===== src/rtl/nn_layer_seq.sv =====
// Sequential fully-connected layer: one multiply-accumulate per enabled cycle.
// Results go through optional ReLU and saturation to OW bits.
module nn_layer_seq #(
  parameter int N_IN  = 4,
  parameter int N_OUT = 2,
  parameter int XW    = 4,
  parameter int WW    = 8,
  parameter int OW    = 10,
  localparam int WAW  = (N_IN * N_OUT > 1) ? $clog2(N_IN * N_OUT) : 1
) (
  input  logic                  clk_i,
  input  logic                  rst_i,
  input  logic                  en_i,
  input  logic                  start_i,
  input  logic [N_IN*XW-1:0]    x_i,
  input  logic                  relu_en_i,
  input  logic                  w_we_i,
  input  logic [WAW-1:0]        w_addr_i,
  input  logic [WW-1:0]         w_data_i,
  output logic                  busy_o,
  output logic                  done_o,
  output logic                  y_valid_o,
  output logic [N_OUT*OW-1:0]   y_o,
  output logic [N_OUT-1:0]      sat_o
);

  localparam int NW  = N_IN * N_OUT;
  localparam int IW  = (N_IN > 1) ? $clog2(N_IN) : 1;
  localparam int NNW = (N_OUT > 1) ? $clog2(N_OUT) : 1;
  localparam int AW  = XW + WW + 1 + $clog2(N_IN);
  localparam int EW  = ((AW > OW) ? AW : OW) + 1;
  localparam logic signed [EW-1:0] Y_MAX = {{(EW-OW+1){1'b0}}, {(OW-1){1'b1}}};
  localparam logic signed [EW-1:0] Y_MIN = {{(EW-OW+1){1'b1}}, {(OW-1){1'b0}}};

  typedef enum logic [1:0] {ST_IDLE, ST_MAC, ST_WB, ST_DONE} state_t;

  state_t                 state_q;
  logic [IW-1:0]          i_q;
  logic [NNW-1:0]         n_q;
  logic signed [AW-1:0]   acc_q;
  logic [N_IN*XW-1:0]     x_q;
  logic                   relu_q;
  logic                   y_valid_q;
  logic [NW*WW-1:0]       w_flat;

  logic [XW-1:0]          x_cur;
  logic [WW-1:0]          w_cur;
  logic signed [AW-1:0]   prod;
  logic signed [EW-1:0]   acc_ext;
  logic [OW-1:0]          y_d;
  logic                   sat_d;

  assign busy_o    = (state_q == ST_MAC) || (state_q == ST_WB);
  assign done_o    = (state_q == ST_DONE) && en_i;
  assign y_valid_o = y_valid_q;

  // Weight registers are writable whenever no run is in flight, regardless of en_i.
  // Out-of-range addresses match no register and are dropped.
  genvar gi;
  generate
    for (gi = 0; gi < NW; gi++) begin : g_w
      logic [WW-1:0] w_q;
      always_ff @(posedge clk_i) begin
        if (rst_i) begin
          w_q <= '0;
        end else if (w_we_i && !busy_o && (32'(w_addr_i) == gi)) begin
          w_q <= w_data_i;
        end
      end
      assign w_flat[gi*WW +: WW] = w_q;
    end
  endgenerate

  assign x_cur = x_q[i_q*XW +: XW];
  assign w_cur = w_flat[(n_q*N_IN + i_q)*WW +: WW];
  // Zero-extended sample times signed weight, computed at full accumulator width.
  assign prod    = AW'($signed({1'b0, x_cur})) * AW'($signed(w_cur));
  assign acc_ext = EW'(acc_q);

  always_comb begin
    y_d   = acc_ext[OW-1:0];
    sat_d = 1'b0;
    if (relu_q && acc_q[AW-1]) begin
      y_d = '0;
    end else if (acc_ext > Y_MAX) begin
      y_d   = Y_MAX[OW-1:0];
      sat_d = 1'b1;
    end else if (acc_ext < Y_MIN) begin
      y_d   = Y_MIN[OW-1:0];
      sat_d = 1'b1;
    end
  end

  always_ff @(posedge clk_i) begin
    if (rst_i) begin
      state_q   <= ST_IDLE;
      i_q       <= '0;
      n_q       <= '0;
      acc_q     <= '0;
      x_q       <= '0;
      relu_q    <= 1'b0;
      y_valid_q <= 1'b0;
    end else if (en_i) begin
      case (state_q)
        ST_IDLE, ST_DONE: begin
          if (start_i) begin
            x_q       <= x_i;
            relu_q    <= relu_en_i;
            acc_q     <= '0;
            i_q       <= '0;
            n_q       <= '0;
            y_valid_q <= 1'b0;
            state_q   <= ST_MAC;
          end else begin
            state_q <= ST_IDLE;
          end
        end
        ST_MAC: begin
          acc_q <= acc_q + prod;
          if (i_q == IW'(N_IN - 1)) begin
            state_q <= ST_WB;
          end else begin
            i_q <= i_q + 1'b1;
          end
        end
        ST_WB: begin
          if (n_q == NNW'(N_OUT - 1)) begin
            state_q   <= ST_DONE;
            y_valid_q <= 1'b1;
          end else begin
            n_q     <= n_q + 1'b1;
            i_q     <= '0;
            acc_q   <= '0;
            state_q <= ST_MAC;
          end
        end
        default: state_q <= ST_IDLE;
      endcase
    end
  end

  // Each neuron's result is only replaced by its own write-back.
  generate
    for (gi = 0; gi < N_OUT; gi++) begin : g_y
      logic [OW-1:0] y_q;
      logic          sat_q;
      always_ff @(posedge clk_i) begin
        if (rst_i) begin
          y_q   <= '0;
          sat_q <= 1'b0;
        end else if (en_i && (state_q == ST_WB) && (32'(n_q) == gi)) begin
          y_q   <= y_d;
          sat_q <= sat_d;
        end
      end
      assign y_o[gi*OW +: OW] = y_q;
      assign sat_o[gi]        = sat_q;
    end
  endgenerate

endmodule

===== config.mk =====
export PLATFORM = sky130hd
export DESIGN_NAME = nn_layer_seq
export DESIGN_NICKNAME = d
export VERILOG_FILES = /design/src/rtl/nn_layer_seq.sv
export SDC_FILE = /design/constraint.sdc
export NUM_CORES = 1
export LEC_CHECK = 0
export CAP_MARGIN = 20
export CORE_ASPECT_RATIO = 0.8
export CORE_UTILIZATION = 40
export DETAILED_ROUTE_END_ITERATION = 12
export PLACE_DENSITY = 0.64
export SETUP_SLACK_MARGIN = 0.15
export SLEW_MARGIN = 40
export SYNTH_ARGS = -nofsm -noshare
export SYNTH_HDL_FRONTEND = slang
export SYNTH_SLANG_ARGS = --single-unit

===== constraint.sdc =====
create_clock -name clk_i -period 4.4 [get_ports clk_i]
set_input_delay 0.66 -clock clk_i [delete_from_list [all_inputs] [get_ports clk_i]]
set_output_delay 0.66 -clock clk_i [all_outputs]
set_load 0.05 [all_outputs]

==> results of run 1 <==
-- layout make-up --
class                           count  area (um2)
Clock buffer                       18         429
Timing Repair Buffer              110        1020
Multi-Input combinational cell    534        4470
Clock inverter                     14         120
Fill cell                        1611        8470
Sequential cell                   124        2490
Tap cell                          225         282
Inverter                           71         267
-- stage by stage --
step,cells,TNS (ns),utilization,hold slack (ns)
floorplan,775,0,-,0.432
global placement,1058,-0.0774,0.474,0.443
detailed placement,1058,-0.218,0.474,0.447
CTS,1093,0,0.510,0.455
global route,1096,-1.11,0.517,0.482
finish,1096,-0.0296,0.517,0.454
-- what timing repair did --
action | 4_1_cts | 5_1_grt
setup endpoints to repair | 8 | 9
hold buffers | 0 | 0
resized for setup | 10 | 18
pin swaps | 9 | 9
setup buffers | 3 | 3
-- critical path, delay by kind of cell (launching register included) --
kind | cells | cell delay (ns)
compound gates | 4 | 0.65
buf+inv | 3 | 0.25
fa+ha+maj | 4 | 1.77
mux | 3 | 1.12
simple gates | 1 | 0.09
flops | 1 | 0.42
-- report_power, final --
part	internal, W	total, W	switching, W
Combinational	0.000101	0.000235	0.000133
Clock	0.000775	0.00130	0.000528
Sequential	0.00115	0.00116	0.0000149
-- cell families after synthesis --
logic type | Yosys count | share of synthesized area
AO/OA/AOI/OAI | 109 | 0.0969
XOR/XNOR | 13 | 0.0157
adder cells (fa/ha/maj) | 66 | 0.147
buffers and inverters | 117 | 0.0703
flip-flops | 124 | 0.342
multiplexers | 100 | 0.176
AND/OR/NAND/NOR | 246 | 0.152
-- metal layers --
metal	vias to the layer above	GRT usage	wire length, um
li1	2750	-	-
met1	2657	0.305	9360
met2	147	0.272	6850
met3	12	0.0551	1070
met4	0	0.0511	134
met5	-	0	0
-- state kept, by name, summed over array words and instances, names as in the netlist --
signal and count:
i_q 2, n_q 1, acc_q 15, g_y.sat_q 2
x_q 16, y_valid_o 1, g_y.y_q 20, relu_q 1
g_w.w_q 64, state_q 2
-- synthesized netlist by cell type (4+ instances only) --
cell | count | area (um2)
a21oi_1 | 58 | 290
a22o_1 | 5 | 43.8
buf_2 | 9 | 45.0
buf_4 | 6 | 45.0
buf_6 | 5 | 56.3
clkbuf_1 | 24 | 90.1
dfxtp_1 | 124 | 2480
fa_1 | 32 | 641
ha_1 | 34 | 425
inv_1 | 69 | 259
mux2_1 | 4 | 45.0
mux2i_1 | 73 | 731
mux2i_4 | 4 | 90.1
mux4_2 | 16 | 360
nand2_1 | 54 | 203
nand2b_1 | 4 | 25.0
nand3_1 | 9 | 45.0
nor2_1 | 145 | 544
nor2_4 | 6 | 67.6
o21ai_0 | 5 | 25.0
o21ai_1 | 10 | 50.1
o21ai_2 | 4 | 35.0
or2_1 | 5 | 31.3
xnor2_1 | 10 | 87.6
-- final timing paths --
kind / from / to / slack [ns]
setup / recovery: i_q[0]$_SDFFE_PP0P_ / acc_q[12]$_SDFFE_PP0P_ / -0.03
hold / removal: x_q[9]$_SDFFE_PP0P_ / x_q[9]$_SDFFE_PP0P_ / 0.45
setup reg to reg: i_q[0]$_SDFFE_PP0P_ / acc_q[12]$_SDFFE_PP0P_ / -0.03
hold reg to reg: x_q[9]$_SDFFE_PP0P_ / x_q[9]$_SDFFE_PP0P_ / 0.45
==> metrics.txt, run 1 <==
via count 5566; via/cell ratio 5.08; clock root cell clkbuf_16; largest vdd supply drop around 0.19 mV; Synthesis Warnings 0; final period utilization 1.01; layout net count 957; Worst Slack Setup Final -0.0296 ns; ys async rst share 0; clock sinks 124; Die Area about 19000 um2; crit path kind flop to flop; num ports 58; worst r2r path cells 15; Post-DP HPWL 12300 um; Mapped Area 7260 um2; leakage power 3.63 nW; Post-synth top flop dfxtp_1; Netlist cell types 67; sequential share of the synthesized area 0.342; status finished with violations; clock-pin slew on the worst setup and hold paths 0.06 ns; Layout Skew 0.00823 ns; Max-cap violations 0; WHS Path Cells 2; Worst path slowest cell fa_1; Worst Tran Pin Value 0.818 ns; antenna-violating nets left 0; RSZ-0062 raised after global routing true; relative slew slack 0.453; EDFF count, synth 0; DRC 6; n_diodes 0; quantity of I/O buffers inserted on ports 57; Worst Path Required 4.69 ns; clk_lat worst skew 0.42 ns; crit start category flop; vias in the first global route 5257; Placed Instance Area 8310 um2; Die Span X between 150 and 200 um; syn_nets 874; largest net degree at the start of global routing 83; Worst path max stage delay 0.55 ns; WL/cell roughly 16 um; failing checks DRC, setup timing; Row Count 43; most frequent cells in the layout nor2_1 (139), dfxtp_1 (123), mux2i_1 (71), inv_1 (66); share of cells above drive strength 1 0.192; Hold Crit Class flop to flop; CTS tree done; cts bufs inserted 17; Final setup viols 1; drt pass-1 iters 10; core area ~18000 um2; Vert. Die Dim 122 um; Syn Inst Count 775; CP endpoint kind flop; flops & latches, synth 124; CP cell instances buf_12 -> mux4_2 -> mux2i_4 -> nor2_1 -> fa_1 -> fa_1 -> inv_2 -> fa_1 -> inv_2 -> ha_4 -> a21oi_2 -> a31oi_4 -> o221ai_2 -> mux4_2 -> o2bb2ai_1; Fin. Hold Viols 0; fmax around 230 MHz; first-pass GRT wire length around 29000 um; CP arrival 4.72 ns; Setup WS pre-CTS -0.0800 ns; grt total ovfl 0; power per cell area 297 nW/um2; Most common cell on crit path fa_1; placer congestion estimate 0.804; H-Tree Level Count 4; Post-Route WL 17400 um; total power between 0.002 and 0.003 W; CP max FO 8; drt initial violations 388; Overall Global Routing Usage 0.200; Area growth syn-to-layout 25.0%; Starting Density 0.414; Slew Limit Fails 0; final worst path period need 4.43 ns; Max Root-Sink Buffers 2; commonest non-fill, non-tap cell in the layout nor2_1; final non-filler cell area between 9000 and 10000 um2; syn avg cell area 9.37 um2; initial antenna violation count 0
No activity file was read; power rests on OpenSTA's default activity.
==> inputs of run 2 (changes only) <==
CORE_MARGIN = 4   (was not set)
==> run 2 against run 1 <==
The run ends with setup timing left. Global-route usage decreased by 2.5 points. Total power increased by 0.18%. Largest cell class unchanged. Largest power group unchanged. Die area increased by 9.0%. Hold slack improved by 0.0010 ns. Clock-buffer cell count increased by 4. Non-clock buffer count increased by 1. First-iteration DRC count decreased by 15%. Register-to-register slack about the same. Highest routed layer unchanged.
==> metrics.txt, run 2 (synthesis gave the netlist of run 1 again) <==
most frequent cells in the layout nor2_1 (140), dfxtp_1 (123), mux2i_1 (71), inv_1 (65), clkdlybuf4s50_1 (56) (was nor2_1 (139), dfxtp_1 (123), mux2i_1 (71), inv_1 (66)); CP Capture Point acc_q[14]$_SDFFE_PP0P_ (was acc_q[12]$_SDFFE_PP0P_); Max-cap violations 0 (unchanged); clock sinks 124 (unchanged); met3 Use GR 0.0474 (was 0.0551); drt pass-1 iters 5 (was 10); RSZ-0062 raised after global routing true (unchanged); WL/cell 15.9 um (about the same); WP depth 16 (was 15); crit start category flop (unchanged); Most common cell on crit path fa_1 (unchanged); largest net degree at the start of global routing 72 (was 83); R2R Setup Slk -0.02 ns (was -0.03 ns); DRC 0 (was 6); quantity of I/O buffers inserted on ports 57 (unchanged); Seq pwr share 0.430 (about the same); Worst Tran Pin Value 0.809 ns (was 0.818 ns); Slew Limit Fails 0 (unchanged); Worst Slack Setup Final -0.0234 ns (was -0.0296 ns); Vert. Die Dim 128 um (was 122 um); share of cells above drive strength 1 0.193 (was 0.192); Biggest register g_w.w_q (unchanged); Fin. Hold Viols 0 (unchanged); r2r startpoint i_q[0]$_SDFFE_PP0P_ (unchanged); CTS tree done (unchanged); Top Registers g_w.w_q (64), g_y.y_q (20), x_q (16) (unchanged); via/cell ratio 5.03 (was 5.08); Worst path max stage delay 0.57 ns (was 0.55 ns); worst r2r path cells 16 (was 15); Hold Crit Class flop to flop (unchanged); largest vdd supply drop 0.200 mV (was 0.191 mV); most crowded layer after global routing met1 (unchanged); final worst path period need 4.42 ns (was 4.43 ns); Post-Route WL 17400 um (about the same); initial antenna violation count 0 (unchanged); Internal 0.00207 W (was 0.00202 W); failing checks setup timing (was DRC, setup timing); Area growth syn-to-layout 25.9% (was 25.0%); antenna-violating nets left 0 (unchanged); Starting Density 0.413 (was 0.414); CP max FO 7 (was 8); reg2reg end acc_q[14]$_SDFFE_PP0P_ (was acc_q[12]$_SDFFE_PP0P_); Overall Global Routing Usage 0.175 (was 0.200); GR met2 Demand/Resource 0.234 (was 0.272); vias in the first global route 5358 (was 5257); CP startpoint i_q[0]$_SDFFE_PP0P_ (unchanged); clock-pin slew on the worst setup and hold paths 0.06 ns (about the same); status finished with violations (unchanged); Max Root-Sink Buffers 2 (unchanged); num ports 58 (unchanged); leakage power 3.65 nW (was 3.63 nW); CP top delay family adder cells (unchanged); max reg flops 64 (unchanged); placer congestion estimate 0.845 (was 0.804); cts bufs inserted 17 (unchanged); CP arrival 4.74 ns (was 4.72 ns); clock root cell clkbuf_16 (unchanged); Net Sw Frac 0.234 (was 0.251); Post-DP HPWL 12500 um (was 12300 um); # hold bufs at CTS 0 (unchanged); grt total ovfl 0 (unchanged); clk_lat worst skew 0.42 ns (about the same); # fillers 1566 (was 1611); Worst path slowest cell mux4_2 (was fa_1); CP cell instances mux4_2 -> mux2i_4 -> nor2_4 -> buf_4 -> fa_1 -> fa_1 -> inv_2 -> fa_1 -> inv_1 -> ha_4 -> buf_4 -> nand4_1 -> a31oi_1 -> o22ai_1 -> xnor2_1 -> a22o_1 (was buf_12 -> mux4_2 -> mux2i_4 -> nor2_1 -> fa_1 -> fa_1 -> inv_2 -> fa_1 -> inv_2 -> ha_4 -> a21oi_2 -> a31oi_4 -> o221ai_2 -> mux4_2 -> o2bb2ai_1); commonest non-fill, non-tap cell in the layout nor2_1 (unchanged); combinational power share 0.087 (about the same); Die Area 20400 um2 (was 18700 um2); layout net count 958 (was 957); WP buf/inv 4 (was 3); Final setup viols 2 (was 1); n_diodes 0 (unchanged); H-Tree Level Count 4 (unchanged); power per cell area 296 nW/um2 (was 297 nW/um2); Clock Power Share 0.484 (was 0.483); crit path kind flop to flop (unchanged); Worst Hold Slack 0.455 ns (was 0.454 ns); core area 17600 um2 (was 17500 um2); net switching power 0.000632 W (was 0.000676 W); first-pass GRT wire length 28100 um (was 28600 um); CP endpoint kind flop (unchanged); Layout Skew 0.0136 ns (was 0.00823 ns); drt initial violations 331 (was 388); Setup WS pre-CTS -0.0647 ns (was -0.0800 ns); final period utilization 1.01 (about the same); Die Span X 159 um (was 153 um); total power 0.00270 W (about the same); routing usage on met1 0.276 (was 0.305); Worst Path Required 4.72 ns (was 4.69 ns); via count 5498 (was 5566); fmax 226 MHz (about the same); Row Count 43 (unchanged); relative slew slack 0.459 (was 0.453)
[run 2: cell count changes in the layout (fill, tap and decap cells not counted), sizes merged]
| cell | delta |
|---|---|
| clkinv | -1 |
| clkbuf | +5 |
| clkinvlp | -3 |
| inv | -3 |
[run 2: worst min path at each step]
| stage | start | to | slack, ns | cells past startpoint |
|---|---|---|---|---|
| 3_5_place_dp | x_q[11]$_SDFFE_PP0P_ | x_q[11]$_SDFFE_PP0P_ | 0.45 | 2 |
| 5_1_grt | x_q[11]$_SDFFE_PP0P_ | x_q[11]$_SDFFE_PP0P_ | 0.47 | 2 |
| 6_report | x_q[9]$_SDFFE_PP0P_ | x_q[9]$_SDFFE_PP0P_ | 0.46 | 2 |
| 2_1_floorplan | x_q[0]$_SDFFE_PP0P_ | x_q[0]$_SDFFE_PP0P_ | 0.43 | 2 |
| 4_1_cts | x_q[11]$_SDFFE_PP0P_ | x_q[11]$_SDFFE_PP0P_ | 0.46 | 2 |
| 3_3_place_gp | x_q[1]$_SDFFE_PP0P_ | x_q[1]$_SDFFE_PP0P_ | 0.44 | 2 |
[run 2: metal layers]
metal / up-vias / part of all wire
met1: 2612 / 0.54
met5: - / 0
met2: 123 / 0.39
met4: 0 / 0.0094
met3: 17 / 0.059
li1: 2746 / -
[run 2: layout make-up]
cell class | instances | area, um2 | share of cell area
sequential | 124 | 2490 | 0.272
timing repair buffer | 111 | 1040 | 0.114
clock inverter | 7 | 66.3 | 0.00726
multi-input combinational | 534 | 4510 | 0.494
inverter | 71 | 267 | 0.0292
clock buffer | 22 | 484 | 0.0530
tap | 225 | 282 | 0.0308
[run 2: timing repair]
action,in CTS,in global routing
pin swaps,2,21
endpoints found under the setup margin,8,9
buffers inserted,1,8
gates cloned,0,1
resized for setup,7,26
[run 2: power groups by stage]
stage | registers (W) | clock network, W | logic, W
final | 0.00116 | 0.00131 | 0.000234
after global routing | 0.00116 | 0.00138 | 0.000254
after CTS | 0.00116 | 0.00133 | 0.000228
after detailed placement | 0.00118 | 0 | 0.000224
after global placement | 0.00118 | 0 | 0.000223
after floorplan | 0.00118 | 0 | 0.000151
[run 2: worst register-to-register path, stage by stage, from the launching register on]
cell and delay (ns):
dfxtp_4 0.44, mux4_2 0.57, mux2i_4 0.33, nor2_4 0.10
buf_4 0.15, fa_1 0.44, fa_1 0.50, inv_2 0.04
fa_1 0.54, inv_1 0.06, ha_4 0.27, buf_4 0.10
nand4_1 0.10, a31oi_1 0.19, o22ai_1 0.10, xnor2_1 0.16
a22o_1 0.21
[run 2: metrics by stage]
step,cells,TNS [ns],cell area (um2),utilization
2_1_floorplan,775,0,7330,-
5_1_grt,1094,-0.878,9140,0.519
3_5_place_dp,1055,-0.146,8300,0.472
3_3_place_gp,1055,-0.0246,8300,0.472
4_1_cts,1085,-0.0189,8890,0.506
6_report,1094,-0.0250,9140,0.519
==> inputs of run 3 (changes only) <==
ABC_AREA = 1   (was not set)
==> run 3 against run 2 <==
The run now ends clean. Area after synthesis about the same. Worst setup slack better by 0.33 ns. Clock-buffer cell count down 2. Synthesized cell count up 32%. Critical path depth up 6. Critical path type unchanged.
==> metrics.txt, run 3 <==
status complete, no violations (was finished with violations); ys async rst share 0 (unchanged); Mapped Area 7250 um2 (was 7260 um2); first-pass GRT wire length 31600 um (was 28100 um); Post-synth top flop dfxtp_1 (unchanged); drt pass-1 iters 5 (unchanged); crit start category flop (unchanged); antenna-violating nets left 0 (unchanged); Area growth syn-to-layout 24.9% (was 25.9%); CP endpoint kind flop (unchanged); worst r2r path cells 22 (was 16); largest net degree at the start of global routing 64 (was 72); relative slew slack 0.447 (was 0.459); quantity of I/O buffers inserted on ports 57 (unchanged); WP buf/inv 7 (was 4); sequential share of the synthesized area 0.342 (about the same); setup_tns 0 ns (was -0.0250 ns); initial antenna violation count 0 (unchanged); Overall Global Routing Usage 0.196 (was 0.175); final worst path period need 4.10 ns (was 4.42 ns); combinational power share 0.174 (was 0.087); Seq pwr share 0.373 (was 0.430); clock sinks 124 (unchanged); clock-pin slew on the worst setup and hold paths 0.06 ns (about the same); Net Sw Frac 0.285 (was 0.234); core area 17600 um2 (unchanged); Fin. Hold Viols 0 (unchanged); most frequent cells in the layout nor2_1 (210), inv_1 (142), o21ai_0 (139), dfxtp_1 (123), nand2_1 (105) (was nor2_1 (140), dfxtp_1 (123), mux2i_1 (71), inv_1 (65), clkdlybuf4s50_1 (56)); Syn Inst Count 1022 (was 775); leakage power 4.03 nW (was 3.65 nW); drt initial violations 524 (was 331); final period utilization 0.931 (was 1.01); vias in the first global route 6171 (was 5358); metal3 WL 1570 um (was 1030 um); commonest non-fill, non-tap cell in the layout nor2_1 (unchanged); Post-DP HPWL 14200 um (was 12500 um); grt total ovfl 0 (unchanged); CP cell instances clkbuf_16 -> nor2_1 -> inv_1 -> a32oi_2 -> inv_2 -> buf_6 -> nor2_4 -> fa_1 -> fa_1 -> inv_1 -> fa_1 -> inv_1 -> ha_4 -> nand2_2 -> inv_1 -> nand2_1 -> nand3_2 -> nand2_1 -> nand2_1 -> or2_2 -> nand3_1 -> a21oi_1 (was mux4_2 -> mux2i_4 -> nor2_4 -> buf_4 -> fa_1 -> fa_1 -> inv_2 -> fa_1 -> inv_1 -> ha_4 -> buf_4 -> nand4_1 -> a31oi_1 -> o22ai_1 -> xnor2_1 -> a22o_1); Worst Path Required 4.69 ns (was 4.72 ns); Biggest register g_w.w_q (unchanged); Hold Crit Class flop to flop (unchanged); Most common cell on crit path inv_1 (was fa_1); Netlist cell types 36 (was 67); WL/cell 15.2 um (was 15.9 um); num ports 58 (unchanged); Worst path max stage delay 0.53 ns (was 0.57 ns); CP startpoint i_q[0]$_SDFFE_PP0P_ (unchanged); H-Tree Level Count 4 (unchanged); Post-Route WL 20100 um (was 17400 um); layout net count 1185 (was 958); R2R Setup Slk 0.30 ns (was -0.02 ns); Die Area 20400 um2 (about the same); CP max FO 10 (was 7); Top Metal Used met4 (unchanged); largest vdd supply drop 0.295 mV (was 0.200 mV); syn avg cell area 7.10 um2 (was 9.37 um2); share of cells above drive strength 1 0.120 (was 0.193); post-synth top area cell dfxtp_1 (unchanged); via count 6748 (was 5498); Post-synth top cells nor2_1 (223), inv_1 (144), o21ai_0 (140) (was nor2_1 (145), dfxtp_1 (124), mux2i_1 (73)); Max-cap violations 0 (unchanged); WP depth 22 (was 16); net switching power 0.000920 W (was 0.000632 W); most common cell in the synthesized netlist nor2_1 (unchanged); final non-filler cell area 9060 um2 (was 9140 um2); cts bufs inserted 17 (unchanged); crit path kind flop to flop (unchanged); Die Span X 159 um (about the same); Synth area leaders dfxtp_1 (34%), nor2_1 (12%), o21ai_0 (9.7%), fa_1 (8.8%), inv_1 (7.5%) (was dfxtp_1 (34%), mux2i_1 (10%), fa_1 (8.8%), nor2_1 (7.5%), ha_1 (5.9%)); Internal 0.00231 W (was 0.00207 W); Max Root-Sink Buffers 2 (unchanged); Layout Skew 0.0117 ns (was 0.0136 ns); DRC 0 (unchanged); via/cell ratio 5.10 (was 5.03); Top Registers g_w.w_q (64), g_y.y_q (20), x_q (16) (unchanged); n_diodes 0 (unchanged); Slew Limit Fails 0 (unchanged); CP arrival 4.38 ns (was 4.74 ns); Clock Power Share 0.453 (was 0.484); Worst Tran Pin Value 0.827 ns (was 0.809 ns); Row Count 43 (unchanged); clk_lat worst skew 0.43 ns (was 0.42 ns); CTS tree done (unchanged); # hold bufs at CTS 0 (unchanged); power per cell area 357 nW/um2 (was 296 nW/um2); reg2reg end acc_q[10]$_SDFFE_PP0P_ (was acc_q[14]$_SDFFE_PP0P_); Yosys top cell area share 0.342 (about the same); Starting Density 0.412 (was 0.413); max reg flops 64 (unchanged); Met1 Routed Length 9780 um (was 9380 um); Placed Instance Area 8120 um2 (was 8300 um2); RSZ-0062 raised after global routing true (unchanged); CP Capture Point acc_q[10]$_SDFFE_PP0P_ (was acc_q[14]$_SDFFE_PP0P_); syn_nets 1121 (was 874); r2r startpoint i_q[0]$_SDFFE_PP0P_ (unchanged); EDFF count, synth 0 (unchanged); WL met2 8500 um (was 6830 um); CP top delay family adder cells (unchanged); clock root cell clkbuf_16 (unchanged); Worst path slowest cell fa_1 (was mux4_2); Synthesis Warnings 0 (unchanged); Final setup viols 0 (was 2); fmax 244 MHz (was 226 MHz); Vert. Die Dim 128 um (about the same); placer congestion estimate 0.857 (was 0.845); flops & latches, synth 124 (unchanged)
==> run 3: changes by cell type after synthesis, moves of 9 or more <==
cell	previous run	this run
nand2_1	54	113
mux2i_1	73	0
a21oi_1	58	70
inv_1	69	144
o21ai_0	5	140
nor2_1	145	223
xnor2_1	10	0
nand3_1	9	28
mux4_2	16	0
clkbuf_1	24	15
==> run 3: cell type report <==
cell class	count	area, um2
Multi-Input combinational cell	703	4190
Sequential cell	124	2490
Clock buffer	20	457
Inverter	149	567
Fill cell	1673	8530
Tap cell	225	282
Clock inverter	12	161
Timing Repair Buffer	91	920
==> run 3: worst min path at each step <==
stage	from	endpoint	slack, ns	depth (start not counted)
finish	x_q[11]$_SDFFE_PP0P_	x_q[11]$_SDFFE_PP0P_	0.45	2
global route	x_q[2]$_SDFFE_PP0P_	x_q[2]$_SDFFE_PP0P_	0.47	2
CTS	x_q[4]$_SDFFE_PP0P_	x_q[4]$_SDFFE_PP0P_	0.45	2
detailed placement	x_q[11]$_SDFFE_PP0P_	x_q[11]$_SDFFE_PP0P_	0.44	2
global placement	x_q[4]$_SDFFE_PP0P_	x_q[4]$_SDFFE_PP0P_	0.44	2
floorplan	x_q[10]$_SDFFE_PP0P_	x_q[10]$_SDFFE_PP0P_	0.42	2
==> run 3: power by group through the flow <==
stage | Combinational (W) | Sequential (W) | Clock [W]
2_1_floorplan | 0.000323 | 0.00124 | 0
3_3_place_gp | 0.000494 | 0.00123 | 0
3_5_place_dp | 0.000504 | 0.00123 | 0
4_1_cts | 0.000509 | 0.00121 | 0.00148
5_1_grt | 0.000627 | 0.00121 | 0.00153
6_report | 0.000562 | 0.00121 | 0.00147
==> run 3: cell families (layout without fill, tap and decap cells) <==
family | after synthesis | count (layout) | share of synthesized area
AOI/OAI and AO/OA | 257 | 257 | 0.194
adders and majority gates | 66 | 66 | 0.147
DFF | 124 | 124 | 0.342
and+or+nand+nor | 380 | 380 | 0.208
buffers and inverters | 195 | 272 | 0.108
==> run 3: timing repair <==
item / CTS / global route
pin swaps: 1 / 15
setup buffers: 0 / 5
gates cloned: 0 / 3
endpoints found under the setup margin: 8 / 9
resized for setup: 6 / 51
==> run 3: layer usage <==
layer  up-vias  track usage
met4         0       0.0577
met3        23       0.0464
met5         -            0
met2       198        0.283
met1      3132        0.289
li1       3395            -
==> run 3: metrics by stage <==
stage,std cells,hold slack (ns),util,power [W],setup WS (ns)
after floorplan,1022,0.420,-,0.00156,0.300
after global placement,1284,0.438,0.460,0.00172,0.0702
after detailed placement,1284,0.440,0.461,0.00173,0.0406
after CTS,1316,0.451,0.497,0.00320,0.150
after global routing,1324,0.473,0.515,0.00337,0.0955
final,1324,0.449,0.515,0.00323,0.303
==> run 3: worst min-delay path, delay by kind of cell, from the launching register on <==
family                 cells  cell delay (ns)
DFF                        1             0.31
AOI/OAI and AO/OA          1             0.05
buffers and inverters      1             0.04
